### src/rtl/life_gen_engine_if.sv
// Bundles the engine's control handshake and the grid memory selector port.
// master = life_gen_engine side, slave = controller/memory side.
interface life_gen_engine_if #(
  parameter int COLS   = 16,
  parameter int ADDR_W = 2
) ();
  logic              start;
  logic              busy;
  logic              done;
  logic              stable;
  logic [ADDR_W-1:0] array_selector;
  logic              write_enb;
  logic [COLS-1:0]   alive_in_selector;
  logic [COLS-1:0]   alive_out_selector;

  modport master (
    input  start, alive_out_selector,
    output busy, done, stable, array_selector, write_enb, alive_in_selector
  );

  modport slave (
    output start, alive_out_selector,
    input  busy, done, stable, array_selector, write_enb, alive_in_selector
  );
endinterface

### src/rtl/life_gen_engine.sv
// Game-of-Life generation stepper: reads all rows, writes the B3/S23 successor back.
// Define LIFE_TORUS_EN for a toroidal grid; otherwise cells beyond the edge are dead.
module life_gen_engine #(
  parameter int ROWS   = 4,
  parameter int COLS   = 16,
  parameter int ADDR_W = 2
) (
  input  logic               clk,
  input  logic               rst_n,
  life_gen_engine_if.master  bus
);

  typedef enum logic [2:0] {
    ST_IDLE  = 3'd0,
    ST_READ  = 3'd1,
    ST_DRAIN = 3'd2,
    ST_WRITE = 3'd3,
    ST_DONE  = 3'd4
  } state_t;

  localparam logic [ADDR_W-1:0] LAST_ROW = ADDR_W'(ROWS - 1);
  localparam logic [ADDR_W-1:0] ONE_ROW  = ADDR_W'(1);

  state_t            state_r, state_s;
  logic [ADDR_W-1:0] cnt_r, cnt_s;
  logic [COLS-1:0]   row_buf_r [ROWS];
  logic              changed_r, changed_s;
  logic              busy_r, done_r, stable_r, write_enb_r;
  logic [ADDR_W-1:0] sel_r;
  logic [COLS-1:0]   up_s, dn_s, cur_s, next_row_s;

  // bit c of the result holds x[c-1]
  function automatic logic [COLS-1:0] from_left(input logic [COLS-1:0] x);
`ifdef LIFE_TORUS_EN
    return {x[COLS-2:0], x[COLS-1]};
`else
    return {x[COLS-2:0], 1'b0};
`endif
  endfunction

  // bit c of the result holds x[c+1]
  function automatic logic [COLS-1:0] from_right(input logic [COLS-1:0] x);
`ifdef LIFE_TORUS_EN
    return {x[0], x[COLS-1:1]};
`else
    return {1'b0, x[COLS-1:1]};
`endif
  endfunction

  // B3/S23 successor of the middle row given its vertical neighbours
  function automatic logic [COLS-1:0] life_row(input logic [COLS-1:0] up,
                                               input logic [COLS-1:0] cur,
                                               input logic [COLS-1:0] dn);
    logic [COLS-1:0] ul, ur, cl, cr, dl, dr, res;
    logic [3:0]      nb;
    ul = from_left(up);  ur = from_right(up);
    cl = from_left(cur); cr = from_right(cur);
    dl = from_left(dn);  dr = from_right(dn);
    res = '0;
    for (int c = 0; c < COLS; c++) begin
      nb = {3'b000, ul[c]} + {3'b000, up[c]} + {3'b000, ur[c]} +
           {3'b000, cl[c]} + {3'b000, cr[c]} +
           {3'b000, dl[c]} + {3'b000, dn[c]} + {3'b000, dr[c]};
      res[c] = (nb == 4'd3) || (cur[c] && (nb == 4'd2));
    end
    return res;
  endfunction

  // neighbour rows of the row being written; only the old generation in row_buf_r is used
  always_comb begin
    cur_s = row_buf_r[cnt_r];
    up_s  = row_buf_r[cnt_r - ONE_ROW];
    dn_s  = row_buf_r[cnt_r + ONE_ROW];
`ifndef LIFE_TORUS_EN
    if (cnt_r == '0) begin
      up_s = '0;
    end else begin
      up_s = row_buf_r[cnt_r - ONE_ROW];
    end
    if (cnt_r == LAST_ROW) begin
      dn_s = '0;
    end else begin
      dn_s = row_buf_r[cnt_r + ONE_ROW];
    end
`endif
    next_row_s = life_row(up_s, cur_s, dn_s);
  end

  // next state, row counter and sticky change flag
  always_comb begin
    state_s   = state_r;
    cnt_s     = cnt_r;
    changed_s = changed_r;
    case (state_r)
      ST_IDLE: begin
        if (bus.start) begin
          state_s = ST_READ;
          cnt_s   = '0;
        end else begin
          state_s = ST_IDLE;
        end
      end
      ST_READ: begin
        cnt_s = cnt_r + ONE_ROW;
        if (cnt_r == LAST_ROW) begin
          state_s = ST_DRAIN;
        end else begin
          state_s = ST_READ;
        end
      end
      ST_DRAIN: begin
        state_s = ST_WRITE;
        cnt_s   = '0;
      end
      ST_WRITE: begin
        cnt_s = cnt_r + ONE_ROW;
        if (next_row_s != cur_s) begin
          changed_s = 1'b1;
        end else begin
          changed_s = changed_r;
        end
        if (cnt_r == LAST_ROW) begin
          state_s = ST_DONE;
        end else begin
          state_s = ST_WRITE;
        end
      end
      ST_DONE: begin
        state_s   = ST_IDLE;
        cnt_s     = '0;
        changed_s = 1'b0;
      end
      default: begin
        state_s   = ST_IDLE;
        cnt_s     = '0;
        changed_s = 1'b0;
      end
    endcase
  end

  // state registers and control outputs, registered from the next-state decode
  always_ff @(posedge clk or negedge rst_n) begin
    if (!rst_n) begin
      state_r     <= ST_IDLE;
      cnt_r       <= '0;
      changed_r   <= 1'b0;
      busy_r      <= 1'b0;
      done_r      <= 1'b0;
      stable_r    <= 1'b0;
      write_enb_r <= 1'b0;
      sel_r       <= '0;
    end else begin
      state_r     <= state_s;
      cnt_r       <= cnt_s;
      changed_r   <= changed_s;
      busy_r      <= (state_s != ST_IDLE);
      done_r      <= (state_s == ST_DONE);
      stable_r    <= (state_s == ST_DONE) && !changed_s;
      write_enb_r <= (state_s == ST_WRITE);
      sel_r       <= ((state_s == ST_READ) || (state_s == ST_WRITE)) ? cnt_s : '0;
    end
  end

  // memory data arrives one cycle after its row was selected, hence the lagging index
  always_ff @(posedge clk or negedge rst_n) begin
    if (!rst_n) begin
      for (int r = 0; r < ROWS; r++) begin
        row_buf_r[r] <= '0;
      end
    end else if ((state_r == ST_READ) && (cnt_r != '0)) begin
      row_buf_r[cnt_r - ONE_ROW] <= bus.alive_out_selector;
    end else if (state_r == ST_DRAIN) begin
      row_buf_r[LAST_ROW] <= bus.alive_out_selector;
    end else begin
      row_buf_r <= row_buf_r;
    end
  end

  assign bus.busy              = busy_r;
  assign bus.done              = done_r;
  assign bus.stable            = stable_r;
  assign bus.write_enb         = write_enb_r;
  assign bus.array_selector    = sel_r;
  assign bus.alive_in_selector = write_enb_r ? next_row_s : '0;

endmodule

### src/flat_wrapper.sv
// flat-port wrapper written by rule: the top's interface ports become plain ports
module life_gen_engine_flat 
#(
  parameter int ROWS   = 4,
  parameter int COLS   = 16,
  parameter int ADDR_W = 2
)
  (clk, rst_n, bus_start, bus_alive_out_selector, bus_busy, bus_done, bus_stable, bus_array_selector, bus_write_enb, bus_alive_in_selector);
  life_gen_engine_if #(.COLS(COLS), .ADDR_W(ADDR_W)) bus_i ();
  input  logic clk;
  input  logic rst_n;
  input wire logic [$bits(bus_i.start)-1:0] bus_start;
  input wire logic [$bits(bus_i.alive_out_selector)-1:0] bus_alive_out_selector;
  output wire logic [$bits(bus_i.busy)-1:0] bus_busy;
  output wire logic [$bits(bus_i.done)-1:0] bus_done;
  output wire logic [$bits(bus_i.stable)-1:0] bus_stable;
  output wire logic [$bits(bus_i.array_selector)-1:0] bus_array_selector;
  output wire logic [$bits(bus_i.write_enb)-1:0] bus_write_enb;
  output wire logic [$bits(bus_i.alive_in_selector)-1:0] bus_alive_in_selector;
  assign bus_i.start = bus_start;
  assign bus_i.alive_out_selector = bus_alive_out_selector;
  assign bus_busy = bus_i.busy;
  assign bus_done = bus_i.done;
  assign bus_stable = bus_i.stable;
  assign bus_array_selector = bus_i.array_selector;
  assign bus_write_enb = bus_i.write_enb;
  assign bus_alive_in_selector = bus_i.alive_in_selector;
  life_gen_engine #(.ROWS(ROWS), .COLS(COLS), .ADDR_W(ADDR_W)) u_core (.clk(clk), .rst_n(rst_n), .bus(bus_i));
endmodule
### config.mk
export PLATFORM = sky130hd
export DESIGN_NAME = life_gen_engine_flat
export DESIGN_NICKNAME = d
export VERILOG_FILES = /design/src/rtl/life_gen_engine_if.sv /design/src/rtl/life_gen_engine.sv /design/src/flat_wrapper.sv
export SDC_FILE = /design/constraint.sdc
export NUM_CORES = 1
export LEC_CHECK = 0
export CORE_MARGIN = 2
export CORE_UTILIZATION = 50
export CTS_BUF_LIST = sky130_fd_sc_hd__clkbuf_2
export DETAILED_ROUTE_END_ITERATION = 10
export DONT_BUFFER_PORTS = 1
export PLACE_DENSITY = 0.66
export SYNTH_ARGS = -nofsm -noshare
export SYNTH_HDL_FRONTEND = slang
export SYNTH_SLANG_ARGS = --single-unit
### constraint.sdc
create_clock -name clk -period 6.05 [get_ports clk]
set_input_delay 1.21 -clock clk [delete_from_list [all_inputs] [get_ports clk]]
set_output_delay 1.21 -clock clk [all_outputs]
set_load 0.05 [all_outputs]
==> flow_metrics.env, run 1 <==
export IMPL_layout_cells_non_filler=930
export IMPL_root_buffer="sky130_fd_sc_hd__clkbuf_2"
export IMPL_clk_insertion_delay_late_ns=0.54
export IMPL_critical_path_required_ns=4.84
export IMPL_clkTransAtPathRegs_ns=0.23
export IMPL_synth_seq_cells=76
export IMPL_detail_route_first_pass_iterations=5
export IMPL_path_delay_family="adder cells"
export IMPL_criticalPathCategory="reg -> out"
export IMPL_status="finished with violations"
export IMPL_coreArea_um2=13880
export IMPL_fp_row_count=43
export IMPL_initial_utilization_pct=51.25
export IMPL_finish_net_count=873
export IMPL_antenna_found_initial=2
export IMPL_largest_net_degree_at_the_start_of_global_routing=77
export IMPL_clock_sinks=76
export IMPL_wire_length_of_the_first_global_routing_pass_um=30950
export IMPL_count_of_routing_violations_after_the_opening_detailed_route_iteration=427
export IMPL_worst_endpoint_arrival_ns=4.98
export IMPL_failed_checks="negative setup slack"
export IMPL_cts_buffer_depth=2
export IMPL_syn_cell_area_um2=7114
export IMPL_pre_cts_slack_ns=0.1599
export IMPL_hold_path_class="in -> async"
export IMPL_final_min_period_over_clock_period_pct=102.3
export IMPL_seq_area_frac_synth_pct=26.73
export IMPL_finalHoldWorstSlack_ns=0.3169
export IMPL_cp_slowest_stage_delay_ns=0.51
export IMPL_post_synth_cell_area_avg_um2=10.54
export IMPL_final_wirelength_um=19330
export IMPL_synthesized_instance_count=675
export IMPL_clock_tree_from_tritoncts="done"
export IMPL_overall_die_area_um2=15200
export IMPL_numPortBuffers=0
export IMPL_crit_path_max_fanout=7
export IMPL_filler_instances=982
export IMPL_final_util_pct=66.37
export IMPL_die_width_um=123.3
export IMPL_vias=5518
export IMPL_post_cts_hold_buffer_count=0
export IMPL_area_growth_synth_to_final_pct=29.49
export IMPL_place_detailed_instances=858
export IMPL_worst_slew_margin_rel_pct=31.05
export IMPL_post_route_cells_drive_above_1_share_pct=45.53
export IMPL_maxCapViolations=0
export IMPL_endpoint_kind="output port"
export IMPL_fin_crit_ns=6.188
export IMPL_max_freq_ghz=0.1616
export IMPL_cts_inserted_buffers=9
export IMPL_globalRoute_totalOverflow=0
export IMPL_drc=0
export IMPL_rsz0062_at_grt="true"
export IMPL_antenna_violating_nets_post_route=0
export IMPL_synth_yosys_warnings=0
export IMPL_detail_route_vias_per_cell=5.933
export IMPL_first_global_vias=5997
export IMPL_groute_usage_overall_pct=26.91
export IMPL_path_cells="inv_2 -> ha_4 -> buf_6 -> buf_16 -> a21oi_4 -> nor2_4 -> ha_4 -> inv_2 -> fa_1 -> inv_1 -> fa_1 -> fa_2 -> inv_2 -> fa_1 -> nor4b_2 -> a21o_1 -> o211a_4 -> buf_12"
export IMPL_timing_critical_path_buf_inv=7
export IMPL_synth_edff_count=0
export IMPL_final_setup_worst_slack_ns=-0.1382
export IMPL_combined_area_of_the_multi_input_logic_cells_um2=5425
export IMPL_synth_cell_type_count=47
export IMPL_drv_slew=0
export IMPL_place_congestion=0.8758
export IMPL_final_count_of_negative_setup_slack_endpoints=13
export IMPL_final_hold_violating_endpoints=0
export IMPL_die_h_um=123.3
export IMPL_cpMaxStageDelayCell="sky130_fd_sc_hd__fa_1"
export IMPL_worstSetupStartpointType="flop"
export IMPL_final_seq_area_um2=1903
export IMPL_io_pins=41
export IMPL_synth_async_reset_ratio_pct=100.0
export IMPL_post_dp_hpwl_um=12780
export IMPL_actual_transition_at_the_worst_max_transition_pin_ns=1.034
export IMPL_syn_nets=804
export IMPL_clock_skew_final_ns=0.03335
export IMPL_dominantRegCellSynth="sky130_fd_sc_hd__dfrtp_1"
export IMPL_avgRoutedWirePerCell_um=20.78
export IMPL_cts_htree_levels=3
==> placed cells by master, fill, tap and decap left out, drive strengths merged, types with 2 or more instances in the layout <==
| cell | count |
|---|---|
| nor4 | 2 |
| nand2b | 9 |
| ha | 50 |
| bufbuf | 3 |
| fa | 60 |
| o21ai | 13 |
| mux2i | 24 |
| and2 | 2 |
| mux4 | 16 |
| a22oi | 7 |
| dfrtp | 76 |
| a21oi | 25 |
| inv | 127 |
| mux2 | 79 |
| nor2b | 3 |
| a211o | 15 |
| buf | 78 |
| nor4b | 16 |
| nand2 | 19 |
| clkbuf | 10 |
| o32ai | 5 |
| nor3b | 13 |
| nor2 | 72 |
| a221oi | 2 |
| clkinv | 5 |
| and3b | 2 |
==> state kept, by name, summed over array words and instances, names as in the netlist <==
register,cells
u_core.row_buf_r,64
u_core.state_r,3
u_core.bus.array_selector,2
u_core.cnt_r,2
u_core.bus.busy,1
u_core.bus.done,1
u_core.bus.stable,1
u_core.bus.write_enb,1
u_core.changed_r,1
==> worst paths after layout <==
kind	start	end	slack [ns]	depth (start not counted)
max in group asynchronous	rst_n	u_core.row_buf_r[4]	5.56	0
worst min register to register	u_core.changed_r	u_core.changed_r	0.54	1
worst max register to register	u_core.cnt_r[0]	u_core.changed_r	0.33	22
worst min-delay path	rst_n	u_core.row_buf_r[31]	0.32	0
worst max-delay path	u_core.cnt_r[0]	bus_alive_in_selector[9]	-0.14	18
min in group clk	u_core.changed_r	u_core.changed_r	0.54	1
==> logic make-up after synthesis <==
group,count (synthesis),synth area share [%]
flops,76,26.73
mux,119,21.26
buf+inv,150,8.319
simple gates,143,10.46
compound gates,76,7.422
xor+xnor,1,0.1231
fa+ha+maj,110,25.68
==> routing by layer <==
metal,global-route usage [%],vias to the layer above,part of all wire (%)
li1,-,2443,-
met1,34.80,2832,42
met2,45.78,201,50
met3,4.566,42,5.2
met4,9.233,0,2.2
met5,0,-,0
==> layout make-up <==
cell class | instances | area share, %
clock inverter | 6 | 0.5976
tap | 180 | 2.445
multi-input combinational | 449 | 58.89
clock buffer | 10 | 0.5433
antenna | 1 | 0.02716
sequential | 76 | 20.66
inverter | 127 | 5.175
timing repair buffer | 81 | 11.67
==> through the flow <==
stage	setup TNS (ns)	instance area [um^2]
after floorplan	0	7216
after global placement	0	7731
after detailed placement	0	7731
after CTS	-0.5790	9002
after global routing	-3.566	9213
final	-1.061	9213
==> timing repair <==
item,4_1_cts,5_1_grt
buffers inserted,37,8
resized for setup,144,40
endpoints found under the setup margin,14,14
cloned,11,0
pin swaps,100,39
==> synth_stat cells (all sizes together), types with 2 or more instances <==
cell	instances	share of area, %
nor4b	16	2.1
nor2	72	3.8
nor2b	3	0.26
a211o	15	1.8
clkbuf	14	0.74
nor3b	13	1.4
a22oi	7	0.74
mux2i	24	3.4
fa	60	17
nand2	19	1.0
and2	2	0.18
dfrtp	76	27
inv	127	6.7
and3b	2	0.25
mux2	79	13
a21oi	25	1.8
o21ai	13	0.91
ha	50	8.8
buf	9	0.88
nor4	2	0.26
mux4	16	5.4
o32ai	5	0.62
nand2b	9	0.79
a221oi	2	0.25
==> worst register-to-register path, cell delays in order, from the launching register on <==
cell and delay, ns:
sky130_fd_sc_hd__dfrtp_2 0.48, sky130_fd_sc_hd__inv_2 0.09, sky130_fd_sc_hd__ha_4 0.25, sky130_fd_sc_hd__buf_6 0.15
sky130_fd_sc_hd__buf_16 0.14, sky130_fd_sc_hd__a21oi_4 0.17, sky130_fd_sc_hd__nor2_4 0.08, sky130_fd_sc_hd__ha_4 0.29
sky130_fd_sc_hd__inv_2 0.04, sky130_fd_sc_hd__fa_1 0.55, sky130_fd_sc_hd__inv_1 0.06, sky130_fd_sc_hd__fa_1 0.47
sky130_fd_sc_hd__fa_2 0.39, sky130_fd_sc_hd__inv_2 0.06, sky130_fd_sc_hd__fa_1 0.43, sky130_fd_sc_hd__nor4b_2 0.31
sky130_fd_sc_hd__a21oi_2 0.12, sky130_fd_sc_hd__buf_4 0.14, sky130_fd_sc_hd__buf_4 0.14, sky130_fd_sc_hd__a222oi_1 0.34
sky130_fd_sc_hd__nor4b_2 0.26, sky130_fd_sc_hd__nand4_1 0.30, sky130_fd_sc_hd__a32o_2 0.37
Power of run 1 is not shown: default switching activity piles up to over one toggle a cycle in this logic, so the estimate is an artifact.
==> run 2, diff against run 1 <==
--- a/config.mk
+++ b/config.mk
@@ -5,12 +5,14 @@
 export SDC_FILE = /design/constraint.sdc
 export NUM_CORES = 1
 export LEC_CHECK = 0
+export CORE_ASPECT_RATIO = 0.7
 export CORE_MARGIN = 2
 export CORE_UTILIZATION = 50
 export CTS_BUF_LIST = sky130_fd_sc_hd__clkbuf_2
 export DETAILED_ROUTE_END_ITERATION = 10
 export DONT_BUFFER_PORTS = 1
 export PLACE_DENSITY = 0.66
+export REMOVE_ABC_BUFFERS = 1
 export SYNTH_ARGS = -nofsm -noshare
 export SYNTH_HDL_FRONTEND = slang
 export SYNTH_SLANG_ARGS = --single-unit
==> run 2 against run 1 <==
  * The flow still finishes with violations (negative setup slack)
  * Clock-buffer cell count stayed put
  * Register-to-register slack lost 0.52 ns
  * Fmax is 1.5% lower
  * Clock skew is 0.014 ns lower
  * Highest routed layer unchanged
==> flow_metrics.env, run 2 (same netlist as run 1, synthesis figures left out) <==
export IMPL_detail_route_vias_per_cell=5.746
export IMPL_cts_buffer_depth=2
export IMPL_maxCapViolations=0
export IMPL_failed_checks="negative setup slack"
export IMPL_timing_critical_path_buf_inv=7
export IMPL_post_dp_hpwl_um=12770
export IMPL_r2r_setup_slack_ns=-0.19
export IMPL_crit_path_max_fanout=6
export IMPL_final_seq_area_um2=1903
export IMPL_final_hold_violating_endpoints=0
export IMPL_final_common_cell="sky130_fd_sc_hd__inv_1"
export IMPL_drv_slew=0
export IMPL_place_detailed_instances=870
export IMPL_antenna_found_initial=0
export IMPL_final_wirelength_um=19110
export IMPL_hold_path_class="in -> async"
export IMPL_cts_inserted_buffers=9
export IMPL_insertedDiodeCount=0
export IMPL_drc=0
export IMPL_count_of_routing_violations_after_the_opening_detailed_route_iteration=369
export IMPL_antenna_violating_nets_post_route=0
export IMPL_endpoint_kind="output port"
export IMPL_globalRoute_totalOverflow=0
export IMPL_criticalPathCategory="reg -> out"
export IMPL_mostFrequentLayoutCells="89 x sky130_fd_sc_hd__inv_1, 79 x sky130_fd_sc_hd__mux2_2, 75 x sky130_fd_sc_hd__dfrtp_1"
export IMPL_cp_slowest_stage_delay_ns=0.49
export IMPL_final_setup_worst_slack_ns=-0.2303
export IMPL_cp_depth=18
export IMPL_area_growth_synth_to_final_pct=22.95
export IMPL_worst_setup_path_endpoint="bus_alive_in_selector[14]"
export IMPL_fin_crit_ns=6.280
export IMPL_clkTransAtPathRegs_ns=0.25
export IMPL_dpl_instance_area_um2=7511
export IMPL_initial_utilization_pct=51.11
export IMPL_worst_slew_margin_rel_pct=22.23
export IMPL_cpMaxStageDelayCell="sky130_fd_sc_hd__fa_1"
export IMPL_wire_length_of_the_first_global_routing_pass_um=30590
export IMPL_fp_row_count=36
export IMPL_final_area_um2=8747
export IMPL_finish_net_count=887
export IMPL_avgRoutedWirePerCell_um=20.05
export IMPL_final_min_period_over_clock_period_pct=103.8
export IMPL_cts_htree_levels=3
export IMPL_layout_cells_non_filler=953
export IMPL_actual_transition_at_the_worst_max_transition_pin_ns=1.167
export IMPL_filler_instances=1078
export IMPL_clock_tree_from_tritoncts="done"
export IMPL_post_cts_hold_buffer_count=0
export IMPL_regToRegStartpoint="u_core.cnt_r[0]"
export IMPL_worst_endpoint_arrival_ns=5.07
export IMPL_rsz0062_at_grt="true"
export IMPL_top_register="u_core.row_buf_r"
export IMPL_status="finished with violations"
export IMPL_die_width_um=146.6
export IMPL_final_util_pct=62.85
export IMPL_detail_route_first_pass_iterations=5
export IMPL_clock_skew_final_ns=0.01888
export IMPL_root_buffer="sky130_fd_sc_hd__clkbuf_2"
export IMPL_worst_r2r_endpoint="u_core.changed_r"
export IMPL_finalHoldWorstSlack_ns=0.2719
export IMPL_cp_common_cell="sky130_fd_sc_hd__inv_2"
export IMPL_post_route_cells_drive_above_1_share_pct=42.60
export IMPL_clock_sinks=76
export IMPL_first_global_vias=5963
export IMPL_place_congestion=0.8429
export IMPL_max_freq_ghz=0.1592
export IMPL_combined_area_of_the_multi_input_logic_cells_um2=5065
export IMPL_critical_path_startpoint="u_core.cnt_r[0]"
export IMPL_critical_path_required_ns=4.84
export IMPL_overall_die_area_um2=15210
export IMPL_coreArea_um2=13920
export IMPL_flip_flop_count_of_the_largest_register_all_copies_and_words_added=64
export IMPL_vias=5476
export IMPL_path_cells="inv_2 -> ha_4 -> buf_12 -> buf_6 -> mux4_2 -> nor2b_4 -> ha_4 -> inv_2 -> fa_1 -> inv_2 -> fa_1 -> fa_2 -> inv_2 -> fa_1 -> nor4b_2 -> a22oi_2 -> nor2_1 -> buf_6"
export IMPL_largest_registers="u_core.row_buf_r x64, u_core.state_r x3"
export IMPL_groute_usage_overall_pct=25.66
export IMPL_io_pins=41
export IMPL_final_count_of_negative_setup_slack_endpoints=15
export IMPL_numPortBuffers=0
export IMPL_clk_insertion_delay_late_ns=0.59
export IMPL_path_delay_family="adder cells"
export IMPL_worstSetupStartpointType="flop"
export IMPL_timing_reg2reg_worst_path_depth=27
export IMPL_die_h_um=103.8
export IMPL_largest_net_degree_at_the_start_of_global_routing=77
[run 2: routing by layer]
metal | track usage [%] | vias to the layer above | routed length, um
met3 | 5.683 | 30 | 1207
met4 | 5.409 | 0 | 297
met1 | 33.96 | 2800 | 8104
met2 | 43.67 | 182 | 9503
li1 | - | 2464 | -
met5 | 0 | - | 0
[run 2: cell type report]
class,instances,share of cell area (%)
well taps,190,2.718
inverters,127,5.450
repair buffers,95,10.51
flip-flops and latches,76,21.76
multi-input cells,449,57.90
clock inverters,6,1.087
clock buffers,10,0.5722
[run 2: through the flow]
stage                     setup TNS, ns  setup slack [ns]
after floorplan                  -33.51            -2.244
after global placement                0            0.2626
after detailed placement              0            0.1044
after CTS                        -1.809           -0.2266
after global routing             -5.085           -0.4317
final                            -2.220           -0.2303
[run 2: worst min path at each step]
stage	start	to	slack [ns]
finish	rst_n	u_core.row_buf_r[7]	0.27
global route	rst_n	u_core.row_buf_r[20]	0.21
CTS	rst_n	u_core.row_buf_r[32]	0.25
detailed placement	u_core.changed_r	u_core.changed_r	0.50
global placement	u_core.changed_r	u_core.changed_r	0.47
floorplan	u_core.changed_r	u_core.changed_r	0.46
[run 2: what timing repair did]
action,CTS,global route
gates cloned,5,0
resized for setup,105,42
pin swaps,78,43
buffers inserted,51,14
setup endpoints to repair,14,16
Power of run 2 is left out for the same reason.
